### config.mk
export PLATFORM = sky130hd
export DESIGN_NAME = cp0_exc_ctrl
export DESIGN_NICKNAME = d
export VERILOG_FILES = /design/src/rtl/cp0_exc_ctrl.sv
export SDC_FILE = /design/constraint.sdc
export NUM_CORES = 1
export LEC_CHECK = 0
export ABC_AREA = 0
export CORE_AREA = 4 4 108 110
export DETAILED_ROUTE_END_ITERATION = 12
export DIE_AREA = 0 0 112 114
export PLACE_DENSITY = 0.72
export SYNTH_ARGS = -nofsm -noshare
export SYNTH_HDL_FRONTEND = slang
export SYNTH_SLANG_ARGS = --single-unit
export TNS_END_PERCENT = 10
### constraint.sdc
create_clock -name clk -period 2.6 [get_ports clk]
set_input_delay 0.65 -clock clk [delete_from_list [all_inputs] [get_ports clk]]
set_output_delay 0.65 -clock clk [all_outputs]
set_load 0.01 [all_outputs]
### src/rtl/cp0_exc_ctrl.sv
// CP0 exception/interrupt controller: SR, Cause, EPC, PRId and the fetch redirect request.
// Optional Count/Compare timer enabled by defining CP0_TIMER_EN.
module cp0_exc_ctrl #(
  parameter logic [31:0] PRID_VAL = 32'h0000_2021,
  parameter logic [31:0] VEC_ADDR = 32'h0000_4180
) (
  input  logic        clk,
  input  logic        reset,
  input  logic [5:0]  HWInt,
  input  logic        ExcValid,
  input  logic [4:0]  ExcCode,
  input  logic        BD,
  input  logic [31:0] PC_M,
  input  logic        ERET_M,
  input  logic        WE,
  input  logic [4:0]  Addr,
  input  logic [31:0] WData,
  output logic [31:0] RData,
  output logic        IntReq,
  output logic [31:0] EPC
);

  logic [5:0]  r_im;
  logic        r_exl;
  logic        r_ie;
  logic        r_bd;
  logic [5:0]  r_ip;
  logic [4:0]  r_exccode;
  logic [29:0] r_epc;

  logic        w_timer_irq;
  logic [5:0]  w_ip_next;
  logic        w_int_pend;
  logic        w_int_req;
  logic        w_wr;
  logic        w_unused;

  // The vector address is hard-coded in the PC register; PC_M[1:0] is always masked.
  assign w_unused = ^{VEC_ADDR, PC_M[1:0]};

  assign w_ip_next  = HWInt | {5'b0_0000, w_timer_irq};
  assign w_int_pend = (|(w_ip_next & r_im)) & r_ie & ~r_exl;
  assign w_int_req  = w_int_pend | (ExcValid & ~r_exl);
  assign w_wr       = WE & ~w_int_req;

`ifdef CP0_TIMER_EN
  logic [31:0] r_count;
  logic [31:0] r_compare;
  logic        r_timer_irq;

  assign w_timer_irq = r_timer_irq;

  // Free-running counter; a Compare write clears the pending match even on a same-edge hit.
  always_ff @(posedge clk) begin
    if (reset) begin
      r_count     <= 32'd0;
      r_compare   <= 32'd0;
      r_timer_irq <= 1'b0;
    end else begin
      if (w_wr && (Addr == 5'd9)) r_count <= WData;
      else                        r_count <= r_count + 32'd1;
      if (w_wr && (Addr == 5'd11)) begin
        r_compare   <= WData;
        r_timer_irq <= 1'b0;
      end else if (r_count == r_compare) begin
        r_timer_irq <= 1'b1;
      end else begin
        r_timer_irq <= r_timer_irq;
      end
    end
  end
`else
  assign w_timer_irq = 1'b0;
`endif

  // Exception entry outranks mtc0 and ERET; mtc0 to SR lands before ERET clears EXL.
  always_ff @(posedge clk) begin
    if (reset) begin
      r_im      <= 6'd0;
      r_exl     <= 1'b0;
      r_ie      <= 1'b0;
      r_bd      <= 1'b0;
      r_ip      <= 6'd0;
      r_exccode <= 5'd0;
      r_epc     <= 30'd0;
    end else begin
      r_ip <= w_ip_next;
      if (w_int_req) begin
        r_exl     <= 1'b1;
        r_bd      <= BD;
        r_exccode <= w_int_pend ? 5'd0 : ExcCode;
        r_epc     <= BD ? (PC_M[31:2] - 30'd1) : PC_M[31:2];
      end else begin
        if (WE && (Addr == 5'd12)) begin
          r_im <= WData[15:10];
          r_ie <= WData[0];
        end
        if (WE && (Addr == 5'd14)) r_epc <= WData[31:2];
        if (ERET_M)                          r_exl <= 1'b0;
        else if (WE && (Addr == 5'd12))      r_exl <= WData[1];
        else                                 r_exl <= r_exl;
      end
    end
  end

  // Register read mux.
  always_comb begin
    RData = 32'd0;
    case (Addr)
      5'd12:   RData = {16'h0000, r_im, 8'h00, r_exl, r_ie};
      5'd13:   RData = {r_bd, 15'h0000, r_ip, 3'b000, r_exccode, 2'b00};
      5'd14:   RData = {r_epc, 2'b00};
      5'd15:   RData = PRID_VAL;
`ifdef CP0_TIMER_EN
      5'd9:    RData = r_count;
      5'd11:   RData = r_compare;
`endif
      default: RData = 32'd0;
    endcase
  end

  assign IntReq = w_int_req;
  assign EPC    = {r_epc, 2'b00};

endmodule

==> results of run 1 <==
## cell families (layout without fill, tap and decap cells)
| group | after synthesis | in the layout | share of synthesized area [%] |
|---|---|---|---|
| flip-flops | 50 | 50 | 32.0 |
| buffers and inverters | 47 | 250 | 5.97 |
| XOR/XNOR | 8 | 8 | 2.24 |
| AO/OA/AOI/OAI | 133 | 133 | 32.0 |
| other | 1 | 2 | 0.120 |
| adder cells (fa/ha/maj) | 1 | 1 | 0.400 |
| multiplexers | 8 | 8 | 2.60 |
| AND/OR/NAND/NOR | 142 | 142 | 24.7 |
## through the flow
stage | hold slack [ns] | instances | utilization, % | TNS [ns] | cell area, um2
floorplan | 0.436 | 391 | - | -0.115 | 3150
global placement | 0.453 | 716 | 49.0 | -19.51 | 5240
detailed placement | 0.464 | 716 | 49.0 | -20.79 | 5240
CTS | 0.487 | 730 | 50.4 | -0.796 | 5390
global route | 0.525 | 734 | 51.6 | -0.341 | 5520
finish | 0.495 | 734 | 51.6 | -0.0377 | 5520
## worst paths after layout
kind,slack [ns],cells past startpoint,endpoint,start
setup / recovery,-0.01,6,r_epc[17],PC_M[6]
hold / removal,0.49,1,r_exccode[3],r_exccode[3]
setup reg to reg,0.64,6,r_epc[18],r_im[2]
hold reg to reg,0.49,1,r_exccode[3],r_exccode[3]
## cells in the final DEF, fill, tap and decap left out, types with 5 or more instances in the layout
master           synthesis  final
nor2_1                  26     24
or3_1                   11      9
a211oi_1                16     16
buf_2                    2     12
clkbuf_8                 0      6
buf_6                    0     10
a21oi_1                 21     20
a22oi_2                  0      5
a311oi_1                22     18
mux2i_1                  7      7
nor4_1                   7      7
o31a_1                  16     16
o31ai_1                 14     13
nand2_1                 29     29
and3_1                  21     21
nand3_1                 10     10
dlygate4sd2_1            0     29
clkdlybuf4s50_1          0     93
or4_1                   14     10
nor2b_1                  8      7
xnor2_1                  6      6
dfxtp_1                 50     50
o21ai_0                 12     12
buf_4                    2     79
a22o_1                   8      8
dlymetal6s2s_1           0      8
## power groups by stage
stage	combinational, W	clock (W)	sequential, W
after CTS	0.000568	0.000500	0.000856
final	0.000585	0.000493	0.000856
after global routing	0.000630	0.000530	0.000862
after detailed placement	0.000556	0	0.000872
after global placement	0.000546	0	0.000870
after floorplan	0.000192	0	0.000876
## registers in the layout, summed over array words and instances (netlist names)
register and count:
r_bd 1, r_epc 30, r_ip 6, r_exl 1, r_im 6, r_ie 1
r_exccode 5
## critical path, delay by kind of cell
kind	cells	cell delay [ns]
buffers and inverters	2	0.61
AND/OR/NAND/NOR	3	1.32
AO/OA/AOI/OAI	1	0.26
## per-layer routing
metal	track usage [%]	routed length, um	part of all wire [%]
met5	0	0	0
met3	3.45	712	5.5
met1	24.0	5560	43
met4	3.69	119	0.92
met2	34.5	6570	51
## cell type report
type                    instances  area [um2]
fillers                      1012        5180
repair buffers                237        2150
multi-input cells             294        2080
flip-flops and latches         50        1000
well taps                     140         175
clock buffers                   6        82.6
inverters                       5        18.8
clock inverters                 2        12.5
## what timing repair did
action / in CTS / in global routing
setup buffers: 5 / 3
gates resized for setup: 100 / 33
endpoints found under the setup margin: 49 / 45
pin swaps: 10 / 8
gates cloned: 1 / 1
hold endpoints to repair: 0 / 0
==> summary.txt, run 1 <==
Top-count cell post-synth = dfxtp_1
TritonRoute pass-1 iters = 4
Average routed wire per standard cell = 17.7 um
Sequential Power Share = 44.2%
Post-synth ARST share = 0%
RSZ-0062 raised after global routing = true
CP max stage delay = 0.59 ns
Initial antenna violation count = 0
Ant diodes = 0
Vias in the first global route = 3998
Most frequent cells after synthesis = dfxtp_1, clkbuf_1, nand2_1
Fin crit share = 100%
# nets final = 680
Yosys warns = 0
PwrDens = 351 nW/um2
CP Max Fanout = 8
Min-delay worst type = reg2reg
Crit path kind = in2reg
GRT Overall Usage = 19.1%
Worst path slowest cell = or4_4
RePlAce Congestion = 0.902
Combinational fraction of design power = 30.3%
Antenna-violating nets left = 0
Skew final = 0.00902 ns
H-tree level count = 2
Share of Yosys cell area claimed by the top area cell type = 32.0%
CTS Buffer Depth = 2
Final Critical Period = 2.61 ns
Total power = 0.00193 W
Post-synthesis sequential area ratio = 32.0%
Slew Viols, Final = 0
Slew Limit Headroom = 66.5%
Core Area = 10700 um2
CTS tree = done
First-pass GRT wire length = 20000 um
I/O pin count = 151
Final hold viol count = 0
Outcome = complete, but fails checks
Clk_lat worst skew = 0.31 ns
HPWL Detailed = 9970 um
Crit path cell chain = clkdlybuf4s50_1 -> or3_4 -> or4_4 -> buf_6 -> or3_1 -> a311oi_2
Initial detailed-routing violation count = 230
Critical Path RT = 2.82 ns
WP data arrival = 2.84 ns
Crit path launch type = input pin
Mapped Cells = 390
Via count = 3991
Total die area = 12800 um2
Layout area overhead = 76.6%
Switching part of the total power = 29.5%
Largest area contributor in the netlist = dfxtp_1
Largest net degree at the start of global routing = 50
Worst Tran Pin Value = 0.503 ns
Clk pwr share = 25.5%
Post-synth cell types = 48
Failing checks = negative setup slack
Die Span X = 112 um
Fraction of layout cells with a size suffix above 1 = 24.7%
Syn Area/Cell = 8.01 um2
Min setup slack post-route = -0.0127 ns
Leak = 2.24 nW
# port buffers = 146
Vias per std cell = 5.44
Rows = 38
Synthesized area = 3120 um2
Setup-failing EPs final = 4
# DRC = 0
Sink Count = 50
Maximum clock rate = 0.383 GHz
VDD IR-drop max = 230 uV
Post-Route WL = 13000 um
Gr ovfl total = 0
Starting Density = 29.2%
Post-synthesis register bit count = 50
Ys flop type = dfxtp_1
Clock transition at path regs = 0.10 ns
Worst setup EP type = flip-flop
Psw = 0.000571 W
Setup Slack @ Placement = -0.534 ns
CTS buffer count = 5
Max-Cap Viols = 0
P_int = 0.00136 W
Synth area leaders = dfxtp_1, a311oi_1, o31a_1
Chip Height = 114 um
EDFF count, synth = 0
Root buffer cell = clkbuf_8
Post-CTS Hold Buffers = 0
No activity file was read; power rests on OpenSTA's default activity.
==> inputs of run 2 (changes only) <==
Settings changed: CTS_BUF_LIST set to sky130_fd_sc_hd__clkbuf_4 sky130_fd_sc_hd__clkbuf_8 sky130_fd_sc_hd__clkbuf_16.
==> results of run 2 <==
No change in the layout: final DEF, timing and power equal those of run 1.
==> RTL edit 1 (config.mk and constraints of run 2) <==
Set the parameter `PRID_VAL` to 32'h00002000 (it was 32'h0000_2021).
--- a/src/rtl/cp0_exc_ctrl.sv
+++ b/src/rtl/cp0_exc_ctrl.sv
@@ -1,7 +1,7 @@
 // CP0 exception/interrupt controller: SR, Cause, EPC, PRId and the fetch redirect request.
 // Optional Count/Compare timer enabled by defining CP0_TIMER_EN.
 module cp0_exc_ctrl #(
-  parameter logic [31:0] PRID_VAL = 32'h0000_2021,
+  parameter logic [31:0] PRID_VAL = 32'h00002000,
   parameter logic [31:0] VEC_ADDR = 32'h0000_4180
 ) (
   input  logic        clk,
Formal check against the unedited RTL: not equivalent (Yosys sat finds a counterexample within 4 cycles, from zero or initial values and one cycle with reset high).
==> RTL edit 1 against run 2 <==
- sequential cell count unchanged
- non-clock buffer count decreased by 12
- worst setup slack improved by 0.039 ns
- clock skew increased by 0.0018 ns
- wire length decreased by 2.3%
- count of clock-buffer cells in the layout unchanged
- die area unchanged
- power increased by 0.70%
- synthesized area decreased by 3.7%
- final cell count decreased by 1.1%
- sequential power decreased by 0.6%
- largest power group unchanged
- final area decreased by 2.5%
==> RTL edit 1: results (changes against run 2) <==
Post-synthesis mux area share: 0.04657 (was 0.02603)
Multi-input gates: 299 (was 294)
Run status: finished, final reports clean (was finished with violations)
Non-clock buffer count: 225 (was 237)
Critical Path End: r_epc[29]$_SDFFE_PP0P_ (was r_epc[17]$_SDFFE_PP0P_)
FF-to-FF setup slack: 0.72 ns (was 0.64 ns)
Hold Path Sink: r_bd$_SDFFE_PP0N_ (was r_exccode[3]$_SDFFE_PP0N_)
Number of non-clock inverters: 4 (was 5)
Synth Area in Adders: 0.004158 (was 0.004005)
RR Startpoint: r_im[0]$_SDFFE_PP0P_ (was r_im[2]$_SDFFE_PP0P_)
Total GRT Usage: 0.1914 (was 0.1908)
Top cells by area, synth: dfxtp_1 (33%), nand2_1 (6.5%), nor2_1 (6.1%), a311oi_1 (4.9%), mux2i_1 (4.7%) (was dfxtp_1 (32%), a311oi_1 (6.2%), o31a_1 (4.5%), and3_1 (4.2%), a211oi_1 (3.8%))
Routed length on met3: 836 um (was 712 um)
Met1 GRT Util: 0.2391 (was 0.2395)
NonClk Buf Share: 0.3838 (was 0.3890)
Met1 WL: 5.271 mm (was 5.559 mm)
P_leak: 2.322 nW (was 2.238 nW)
Detailed router's first-iteration violation count: 157 (was 230)
Vias in the first global route: 3898 (was 3998)
Sequential share of the synthesized area: 0.3326 (was 0.3204)
Routed WL per cell: 17.43 um (was 17.65 um)
Clk power: 0.564 mW (was 0.493 mW)
Largest stage delay, worst path: 0.54 ns (was 0.59 ns)
Compound-cell area share of the yosys netlist: 0.2108 (was 0.3196)
Arrival @ worst endpoint: 2.79 ns (was 2.84 ns)
[RTL edit 1: cell types whose count changed in the layout (fill, tap and decap cells not counted), sizes merged, moves of 14 or more]
cell and change:
a211oi -14, dlygate4sd2 -20, nand2 +23, nor2 +23, o31a -16
[RTL edit 1: metrics by stage]
stage | hold WS (ns) | util | std cells | setup WS, ns
global route | 0.5105 | 0.5028 | 726 | -0.04921
CTS | 0.4722 | 0.4946 | 724 | -0.2405
floorplan | 0.4368 | - | 387 | -0.04727
detailed placement | 0.4583 | 0.4704 | 703 | -0.5861
global placement | 0.4523 | 0.4704 | 703 | -0.5755
finish | 0.4733 | 0.5028 | 726 | 0.02678
[RTL edit 1: worst reg2reg max path, delay by kind of cell (launching register included)]
| kind | cells | cell delay (ns) |
|---|---|---|
| AO/OA/AOI/OAI | 2 | 0.51 |
| buffers and inverters | 2 | 0.20 |
| flip-flops | 1 | 0.35 |
| multiplexers | 1 | 0.24 |
| AND/OR/NAND/NOR | 2 | 0.44 |
==> RTL edit 2 (flow settings as in run 2) <==
Without the edit above. Take the reset off `r_ip` and load it in a clocked block of its own.
--- a/src/rtl/cp0_exc_ctrl.sv
+++ b/src/rtl/cp0_exc_ctrl.sv
@@ -80,11 +80,9 @@
       r_exl     <= 1'b0;
       r_ie      <= 1'b0;
       r_bd      <= 1'b0;
-      r_ip      <= 6'd0;
       r_exccode <= 5'd0;
       r_epc     <= 30'd0;
     end else begin
-      r_ip <= w_ip_next;
       if (w_int_req) begin
         r_exl     <= 1'b1;
         r_bd      <= BD;
@@ -101,6 +99,10 @@
         else                                 r_exl <= r_exl;
       end
     end
+  end
+
+  always_ff @(posedge clk) begin
+    r_ip <= w_ip_next;
   end
 
   // Register read mux.
Behaviour: not the same (a bounded check fails within 4 cycles, from zero or initial values and one cycle with reset high).
==> RTL edit 2 against run 2 <==
- power increased by 2.3%
- critical path depth decreased by 1
- wire length decreased by 9.1%
- synthesized cell count decreased by 4.4%
- die area unchanged
- sequential share of layout area increased by 0.87 points
- worst setup slack improved by 0.025 ns
- final area decreased by 4.6%
- count of clock-buffer cells in the layout unchanged
- sequential cell count unchanged
- critical endpoint is now RData[1]
- synthesized area increased by 0.56%
==> RTL edit 2: results (changes against run 2) <==
Period utilisation layout: 0.9954 (was 1.005)
Final non-filler cell total: 706 (was 734)
Hold Path Sink: r_bd$_SDFFE_PP0N_ (was r_exccode[3]$_SDFFE_PP0N_)
P_leak: 2.321 nW (was 2.238 nW)
Total GRT Usage: 0.1754 (was 0.1908)
Sequential cell fraction of total power: 0.433 (was 0.442)
RR Startpoint: r_im[1]$_SDFFE_PP0P_ (was r_im[2]$_SDFFE_PP0P_)
Worst VDD drop: 193.7 uV (was 229.6 uV)
Run status: finished, final reports clean (was finished with violations)
Overall power: 1.979 mW (was 1.934 mW)
Vias post-DR: 3503 (was 3991)
Nets: 653 (was 680)
Netlist cell types: 52 (was 48)
First-pass GRT wire length: 18.22 mm (was 20.03 mm)
CP max FO: 18 (was 8)
Crit-path leading delay family: buffers and inverters (was simple AND/OR/NAND/NOR gates)
Sequential share of the synthesized area: 0.3186 (was 0.3204)
Met1 GRT Util: 0.2062 (was 0.2395)
FF-to-FF setup slack: 0.74 ns (was 0.64 ns)
Hold path start: r_bd$_SDFFE_PP0N_ (was r_exccode[3]$_SDFFE_PP0N_)
Post-Place Cells: 687 (was 716)
Share of post-route cells with drive strength above 1: 0.2244 (was 0.2475)
Arrival @ worst endpoint: 1.94 ns (was 2.84 ns)
Clock transition at path regs: 0.08 ns (was 0.10 ns)
Dpl hpwl: 9.224 mm (was 9.974 mm)
CTS resizes: 74 (was 100)
# Post-CTS Setup Buffers: 10 (was 5)
Detailed router's first-iteration violation count: 191 (was 230)
Worst path slowest cell: clkdlybuf4s50_1 (was or4_4)
Met3 usage: 0.03289 (was 0.03448)
Reg2reg path depth: 9 (was 6)
Cell Area, Placed: 0.005146 mm2 (was 0.005241 mm2)
Largest stage delay, worst path: 0.49 ns (was 0.59 ns)
Worst R2R End: r_im[5]$_SDFFE_PP0P_ (was r_epc[18]$_SDFFE_PP0P_)
[RTL edit 2: cells by family after synthesis]
logic type      count (synthesis)  share of synthesized area
fa+ha+maj                       1                   0.003982
xor+xnor                       26                    0.07248
simple gates                  132                     0.2501
buf+inv                        37                    0.05177
other cells                     1                   0.001194
compound gates                 89                     0.1828
flops                          50                     0.3186
mux                            37                     0.1191
[RTL edit 2: how the worst max path moves through the flow]
stage | end | depth (start not counted) | startpoint
after floorplan | IntReq | 6 | HWInt[3]
after global routing | RData[0] | 5 | Addr[4]
after detailed placement | RData[24] | 5 | Addr[1]
after global placement | RData[29] | 5 | Addr[1]
final | RData[1] | 5 | Addr[2]
after CTS | RData[1] | 5 | Addr[2]
[RTL edit 2: area by class of cell]
cell class,count,area (um2)
timing repair buffer,214,1917
inverter,8,30.03
multi-input combinational,287,2028
clock buffer,6,82.58
tap,140,175.2
sequential,50,1001
fill,1004,5434
clock inverter,1,30.03
